### src/rtl/key_conditioner.sv
// Push-button conditioner: per-key 2-flop synchronizer, counter debouncer, registered
// press/release pulses and optional auto-repeat of press pulses while a key is held.
module key_conditioner #(
  parameter int unsigned       N_KEYS          = 5,
  parameter int unsigned       DEBOUNCE_CYCLES = 500000,
  parameter int unsigned       REPEAT_DELAY    = 25000000,
  parameter int unsigned       REPEAT_PERIOD   = 5000000,
  parameter logic [N_KEYS-1:0] REPEAT_MASK     = 5'b00010
) (
  input  logic              clk,
  input  logic              rst_n,
  input  logic [N_KEYS-1:0] key_raw_i,
  output logic [N_KEYS-1:0] key_level_o,
  output logic [N_KEYS-1:0] key_press_o,
  output logic [N_KEYS-1:0] key_release_o
);

  localparam int unsigned DbW    = $clog2(DEBOUNCE_CYCLES);
  localparam int unsigned RptMax = (REPEAT_DELAY > REPEAT_PERIOD) ? REPEAT_DELAY : REPEAT_PERIOD;
  localparam int unsigned RptW   = $clog2(RptMax);

  localparam logic [DbW-1:0]  DbLast     = DbW'(DEBOUNCE_CYCLES - 1);
  localparam logic [RptW-1:0] DelayLast  = RptW'(REPEAT_DELAY - 1);
  localparam logic [RptW-1:0] PeriodLast = RptW'(REPEAT_PERIOD - 1);

  typedef enum logic [1:0] {
    StIdle,
    StDelay,
    StRepeat
  } rpt_state_e;

  logic [N_KEYS-1:0] sync1_q;
  logic [N_KEYS-1:0] sync2_q;
  logic [N_KEYS-1:0] stable_q;
  logic [N_KEYS-1:0] press_q;
  logic [N_KEYS-1:0] release_q;
  logic [DbW-1:0]    db_cnt_q [N_KEYS];
  logic [DbW-1:0]    db_cnt_d [N_KEYS];
  rpt_state_e        state_q  [N_KEYS];
  logic [RptW-1:0]   rpt_cnt_q [N_KEYS];

  logic [N_KEYS-1:0] differ;
  logic [N_KEYS-1:0] toggle;
  logic [N_KEYS-1:0] rise;
  logic [N_KEYS-1:0] fall;

  // Any cycle of agreement clears the count, so only sustained disagreement toggles.
  always_comb begin
    differ = '0;
    toggle = '0;
    rise   = '0;
    fall   = '0;
    for (int i = 0; i < N_KEYS; i++) begin
      db_cnt_d[i] = '0;
      differ[i]   = sync2_q[i] ^ stable_q[i];
      toggle[i]   = differ[i] && (db_cnt_q[i] == DbLast);
      rise[i]     = toggle[i] & ~stable_q[i];
      fall[i]     = toggle[i] & stable_q[i];
      if (differ[i] && !toggle[i]) begin
        db_cnt_d[i] = db_cnt_q[i] + DbW'(1);
      end
    end
  end

  always_ff @(posedge clk or negedge rst_n) begin
    if (!rst_n) begin
      sync1_q   <= '0;
      sync2_q   <= '0;
      stable_q  <= '0;
      release_q <= '0;
      for (int i = 0; i < N_KEYS; i++) begin
        db_cnt_q[i] <= '0;
      end
    end else begin
      sync1_q   <= key_raw_i;
      sync2_q   <= sync1_q;
      stable_q  <= stable_q ^ toggle;
      release_q <= fall;
      for (int i = 0; i < N_KEYS; i++) begin
        db_cnt_q[i] <= db_cnt_d[i];
      end
    end
  end

  // Repeat FSM; a debounced fall wins over a coincident repeat pulse.
  always_ff @(posedge clk or negedge rst_n) begin
    if (!rst_n) begin
      press_q <= '0;
      for (int i = 0; i < N_KEYS; i++) begin
        state_q[i]   <= StIdle;
        rpt_cnt_q[i] <= '0;
      end
    end else begin
      for (int i = 0; i < N_KEYS; i++) begin
        press_q[i] <= rise[i];
        case (state_q[i])
          StIdle: begin
            rpt_cnt_q[i] <= '0;
            if (rise[i] && REPEAT_MASK[i]) begin
              state_q[i] <= StDelay;
            end
          end
          StDelay: begin
            if (fall[i]) begin
              state_q[i]   <= StIdle;
              rpt_cnt_q[i] <= '0;
            end else if (rpt_cnt_q[i] == DelayLast) begin
              press_q[i]   <= 1'b1;
              rpt_cnt_q[i] <= '0;
              state_q[i]   <= StRepeat;
            end else begin
              rpt_cnt_q[i] <= rpt_cnt_q[i] + RptW'(1);
            end
          end
          StRepeat: begin
            if (fall[i]) begin
              state_q[i]   <= StIdle;
              rpt_cnt_q[i] <= '0;
            end else if (rpt_cnt_q[i] == PeriodLast) begin
              press_q[i]   <= 1'b1;
              rpt_cnt_q[i] <= '0;
            end else begin
              rpt_cnt_q[i] <= rpt_cnt_q[i] + RptW'(1);
            end
          end
          default: begin
            state_q[i]   <= StIdle;
            rpt_cnt_q[i] <= '0;
          end
        endcase
      end
    end
  end

  assign key_level_o   = stable_q;
  assign key_press_o   = press_q;
  assign key_release_o = release_q;

endmodule

### config.mk
export PLATFORM = sky130hd
export DESIGN_NAME = key_conditioner
export DESIGN_NICKNAME = d
export VERILOG_FILES = /design/src/rtl/key_conditioner.sv
export SDC_FILE = /design/constraint.sdc
export NUM_CORES = 1
export LEC_CHECK = 0
export ABC_AREA = 1
export BUFFER_PORTS_ARGS = -buffer_cell sky130_fd_sc_hd__buf_4
export CORE_MARGIN = 4
export CORE_UTILIZATION = 35
export CTS_CLUSTER_DIAMETER = 100
export DETAILED_ROUTE_END_ITERATION = 10
export GPL_TIMING_DRIVEN = 0
export PLACE_DENSITY = 0.54
export SYNTH_ARGS = -nofsm -noshare
export SYNTH_HDL_FRONTEND = slang
export SYNTH_SLANG_ARGS = --single-unit
### constraint.sdc
create_clock -name clk -period 1.75 [get_ports clk]
set_input_delay 0.0875 -clock clk [delete_from_list [all_inputs] [get_ports clk]]
set_output_delay 0.0875 -clock clk [all_outputs]
set_load 0.005 [all_outputs]
==> flow_results.org <==
** Place
- Last weighted congestion value of the routability-driven placer :: 0.852
- Once detailed placement completed, the half-perimeter wirelength came to 10,700 um.
- Inst Count DP :: 1,229
- The count of buffers added on input and output ports is 21.

** Die
- 22 I/O pins were placed.
- The floorplan step set the die width to 154 um.
- For this configuration, the core starts out at a cell density of 35.6%.
- After floorplanning, the core was divided into 53 placement rows.
- Vertical die dimension :: 154 um
- The die covers 23,800 um2.
- The core region is 21,000 um2.

** Clocking
- Buffer type at the clock tree root :: sky130_fd_sc_hd__clkbuf_16
- Total number of clock tree sinks :: 147
- TritonCTS built the clock tree.
- Buffer depth of the longest clock path :: 2
- Inserted Clock Buffers :: 17
- Latest clock arrival within the worst-skew pair :: 0.42 ns
- Clock-pin transition on the worst setup and hold timing paths :: 0.06 ns
- The H-tree was split into 4 levels.

** Detailed routing
- In the routed design, unresolved DRC markers number 0.
- The detailed router finished its first iteration with 324 violations.
- Using the TritonRoute via totals, the vias-per-cell ratio works out to 4.78.
- After detailed routing, the average wire length per cell comes to 12.5 um.
- The routed layout has 6,193 vias.
- Once detail routing completed, the nets flagged for antenna violations numbered 0.
- The first detailed-routing pass ran for 4 iterations.
- After detailed routing, the total wire length is 16,200 um.

** Finish
- Post-layout nets :: 1,028
- Share of final-layout standard cells stronger than drive strength 1 :: 16.8%
- Relative to the synthesized area, the layout overhead comes to 23.4%.
- The repair_antennas step left the layout with diodes totalling 0.
- The finished layout holds 1,296 standard cells, fillers aside.
- Once layout is complete, the utilization of the core stands at 43.9%.
- Total of fill cells in the finished design :: 2,096

** Synthesis
- The synthesized design contains 147 register bits.
- Simple-gate area share of the yosys netlist :: 32.1%
- Summing the areas of all compound-gate instances in the mapped netlist gives 4.38% of the synthesized area.
- Primary flip-flop cell chosen by synthesis mapping :: sky130_fd_sc_hd__dfrtp_1
- Avg Cell Area, Syn :: 8.03 um2
- Post-Synth Adder-Cell Area :: 1.51%
- Main combinational cell family by area after synthesis :: simple AND/OR/NAND/NOR gates
- Async set-reset flop share out of synthesis :: 100%
- Synthesized-area fraction occupied by xor and xnor cells :: 5.74%
- The share of the Yosys chip area taken by registers is 49.2%.
- Synthesized cell area :: 7480 um2
- Yosys mapped the design onto 36 distinct sky130hd cell types.
- In this run, synthesis inferred 0 flip-flops with an integrated enable.
- When the netlist entered floorplanning its net count stood at 948.
- Mux contribution to synthesized area :: 0.151%
- Synthesis handed over a netlist of 932 instances.
- YS warnings :: 0

** STA
- Setup repair after global routing could not meet its margin everywhere.
- Number of pins exceeding their max-slew limit in the final report :: 0
- The tightest hold path in the finished design has a slack of 0.230 ns.
- Post-route clock skew :: 0.0108 ns
- Subtracting the final worst setup slack from the clock period gives 1.72 ns.
- Timing would allow up to 582 MHz.
- Summed over all failing endpoints, the final setup total negative slack is 0 ns.
- Finish-stage setup viols :: 0
- In the finished design, the share of the clock period the worst path needs comes to 98.2%.
- Measured against its own limit, the worst slew margin works out to 61.3%.
- At the pin with the least slew margin, the transition time is 0.581 ns.
- The number of endpoints with negative hold slack in the final report was 0.

** Global route
- The first global-routing pass estimated 27,700 um of wire.
- The total overflow left after global routing is 0.
- Largest net degree at the start of global routing :: 86
- Antenna violations before repair :: 0
- Vias in the first global route :: 6,029
- Global routing consumed, over all layers together, 13.9% of the routing resources.

** Setup path
- Critical path peak fanout :: 7
- Data arrives at the worst endpoint at 2.03 ns.
- WP data required :: 2.06 ns
- Endpoint type of the worst setup path :: flip-flop
- For the worst flop-to-flop path, the logic depth is 11.
- Crit Path Class :: reg2reg
- Category of the worst setup path launch point :: flip-flop

** Pwr
- Peak supply drop :: 0.596 mV
- The completed layout was analyzed and its total power is 6.88 mW.
- P per Cell Area :: 745 nW/um2
- Leakage power figure :: 3.92 nW

** Status
- Outcome :: finished clean

** Flow run
- The tool flagged a number of max-cap violations equal to 0.

** Hold path
- Type of the tightest min-delay check :: in2async
[layer usage]
layer	up-vias	wire [um]	part of all wire, %	global-route usage (%)
met3	17	443	2.7	2.91
met1	2937	7890	49	18.9
met4	0	266	1.6	5.34
met5	-	0	0	0
met2	57	7560	47	22.0
li1	3182	-	-	-
[registers in the layout, summed over array words and instances (netlist names), named ones only]
register       flops
db_cnt_q          95
rpt_cnt_q         25
sync2_q            5
key_press_o        5
state_q            2
sync1_q            5
key_release_o      5
[path summary, 6_finish.rpt]
| kind | startpoint | end | slack (ns) |
|---|---|---|---|
| min in group clk | key_raw_i[1] | sync1_q[1] | 0.31 |
| worst max-delay path | db_cnt_q[66] | rpt_cnt_q[85] | 0.03 |
| worst min register to register | sync1_q[4] | sync2_q[4] | 0.35 |
| worst min-delay path | rst_n | db_cnt_q[4] | 0.23 |
| max in group asynchronous | rst_n | db_cnt_q[66] | 0.68 |
| worst max register to register | db_cnt_q[66] | rpt_cnt_q[85] | 0.03 |
[through the flow]
step,cell area (um2),worst slack (ns)
finish,9240,0.0312
global route,9240,-0.0925
detailed placement,8020,-0.249
floorplan,7480,0.0886
global placement,7980,-0.245
CTS,8810,0.000969
[placed cells by master (no fill, tap or decap), types with 2 or more instances in the layout]
cell type                       synthesis  final
sky130_fd_sc_hd__nor4_1                14     13
sky130_fd_sc_hd__inv_2                  2     11
sky130_fd_sc_hd__nor3_2                 1      3
sky130_fd_sc_hd__nand3_4                0      3
sky130_fd_sc_hd__nand3_2                1      5
sky130_fd_sc_hd__ha_2                   0      3
sky130_fd_sc_hd__nand4_1               43     43
sky130_fd_sc_hd__or2_2                  6      6
sky130_fd_sc_hd__nor2_2                 5      7
sky130_fd_sc_hd__clkinv_2               0      4
sky130_fd_sc_hd__clkbuf_1               0      4
sky130_fd_sc_hd__nand2_4                0      3
sky130_fd_sc_hd__xor2_1                41     41
sky130_fd_sc_hd__o211ai_1               2      2
sky130_fd_sc_hd__nor2_1               177    159
sky130_fd_sc_hd__dlygate4sd3_1          0      6
sky130_fd_sc_hd__xnor2_1                8      8
sky130_fd_sc_hd__nand2_2                3     13
sky130_fd_sc_hd__dfrtp_2                0      2
sky130_fd_sc_hd__nand2_1              163    149
sky130_fd_sc_hd__nor3b_1               13     13
sky130_fd_sc_hd__buf_4                  2     46
sky130_fd_sc_hd__o21ai_0               16     16
sky130_fd_sc_hd__nand3_1               45     38
sky130_fd_sc_hd__inv_1                123    114
sky130_fd_sc_hd__dfrtp_1              147    145
sky130_fd_sc_hd__o21ai_4                0      4
sky130_fd_sc_hd__nor2_4                 1     17
sky130_fd_sc_hd__ha_4                   0      3
sky130_fd_sc_hd__buf_6                  2     12
sky130_fd_sc_hd__a21oi_1               31     30
sky130_fd_sc_hd__clkbuf_16              0     18
sky130_fd_sc_hd__nor3_1                60     57
sky130_fd_sc_hd__ha_1                   9      3
[power breakdown]
part	internal (mW)	switching (mW)	total, mW
combinational	0.108	0.158	0.266
clock	1.80	1.33	3.14
sequential	3.44	0.0384	3.48
total	5.35	1.53	6.88
[layout make-up]
| type | instances | area [um2] | area share, % |
|---|---|---|---|
| clock inverters | 6 | 36.3 | 0.393 |
| clock buffers | 22 | 454 | 4.92 |
| plain buffers | 7 | 75.1 | 0.813 |
| repair buffers | 61 | 541 | 5.85 |
| inverters | 125 | 469 | 5.08 |
| multi-input cells | 653 | 3630 | 39.4 |
| flip-flops and latches | 147 | 3680 | 39.9 |
| well taps | 275 | 344 | 3.73 |
[critical path, cell delays in order (launching register included)]
cell	delay, ns
sky130_fd_sc_hd__dfrtp_2	0.45
sky130_fd_sc_hd__inv_2	0.07
sky130_fd_sc_hd__nand2_1	0.07
sky130_fd_sc_hd__nor2_2	0.15
sky130_fd_sc_hd__nand2_2	0.09
sky130_fd_sc_hd__nor2_4	0.22
sky130_fd_sc_hd__nand2_4	0.09
sky130_fd_sc_hd__nand3_4	0.10
sky130_fd_sc_hd__nand2_4	0.08
sky130_fd_sc_hd__nand2_8	0.11
sky130_fd_sc_hd__clkbuf_16	0.15
sky130_fd_sc_hd__nor2_1	0.04
[what timing repair did]
item / 4_1_cts / 5_1_grt
hold buffers: 6 / 0
setup buffers: 13 / 16
gates resized for setup: 33 / 78
setup endpoints to repair: 91 / 107
gates cloned: 1 / 3
pin swaps: 9 / 16
hold endpoints to repair: 67 / 0
[cell usage after synthesis, drive strengths merged, types with 8 or more instances]
cell     n  area [um2]
nor4    14        87.6
dfrtp  147        3680
nand4   43         269
a21oi   31         155
o21ai   20         115
nand3   46         235
xor2    41         359
nor3    61         310
xnor2    8        70.1
inv    125         469
nor2   183         707
nor3b   14         110
nand2  166         631
ha       9         113
[cells by family (layout without fill, tap and decap cells)]
group,Yosys count,in the layout
muxes,1,1
adders and majority gates,9,9
DFF,147,147
buffers and inverters,132,221
AOI/OAI and AO/OA,59,59
and+or+nand+nor,535,535
xor gates and xnor gates,49,49
Power figures use the tool's default switching activity.
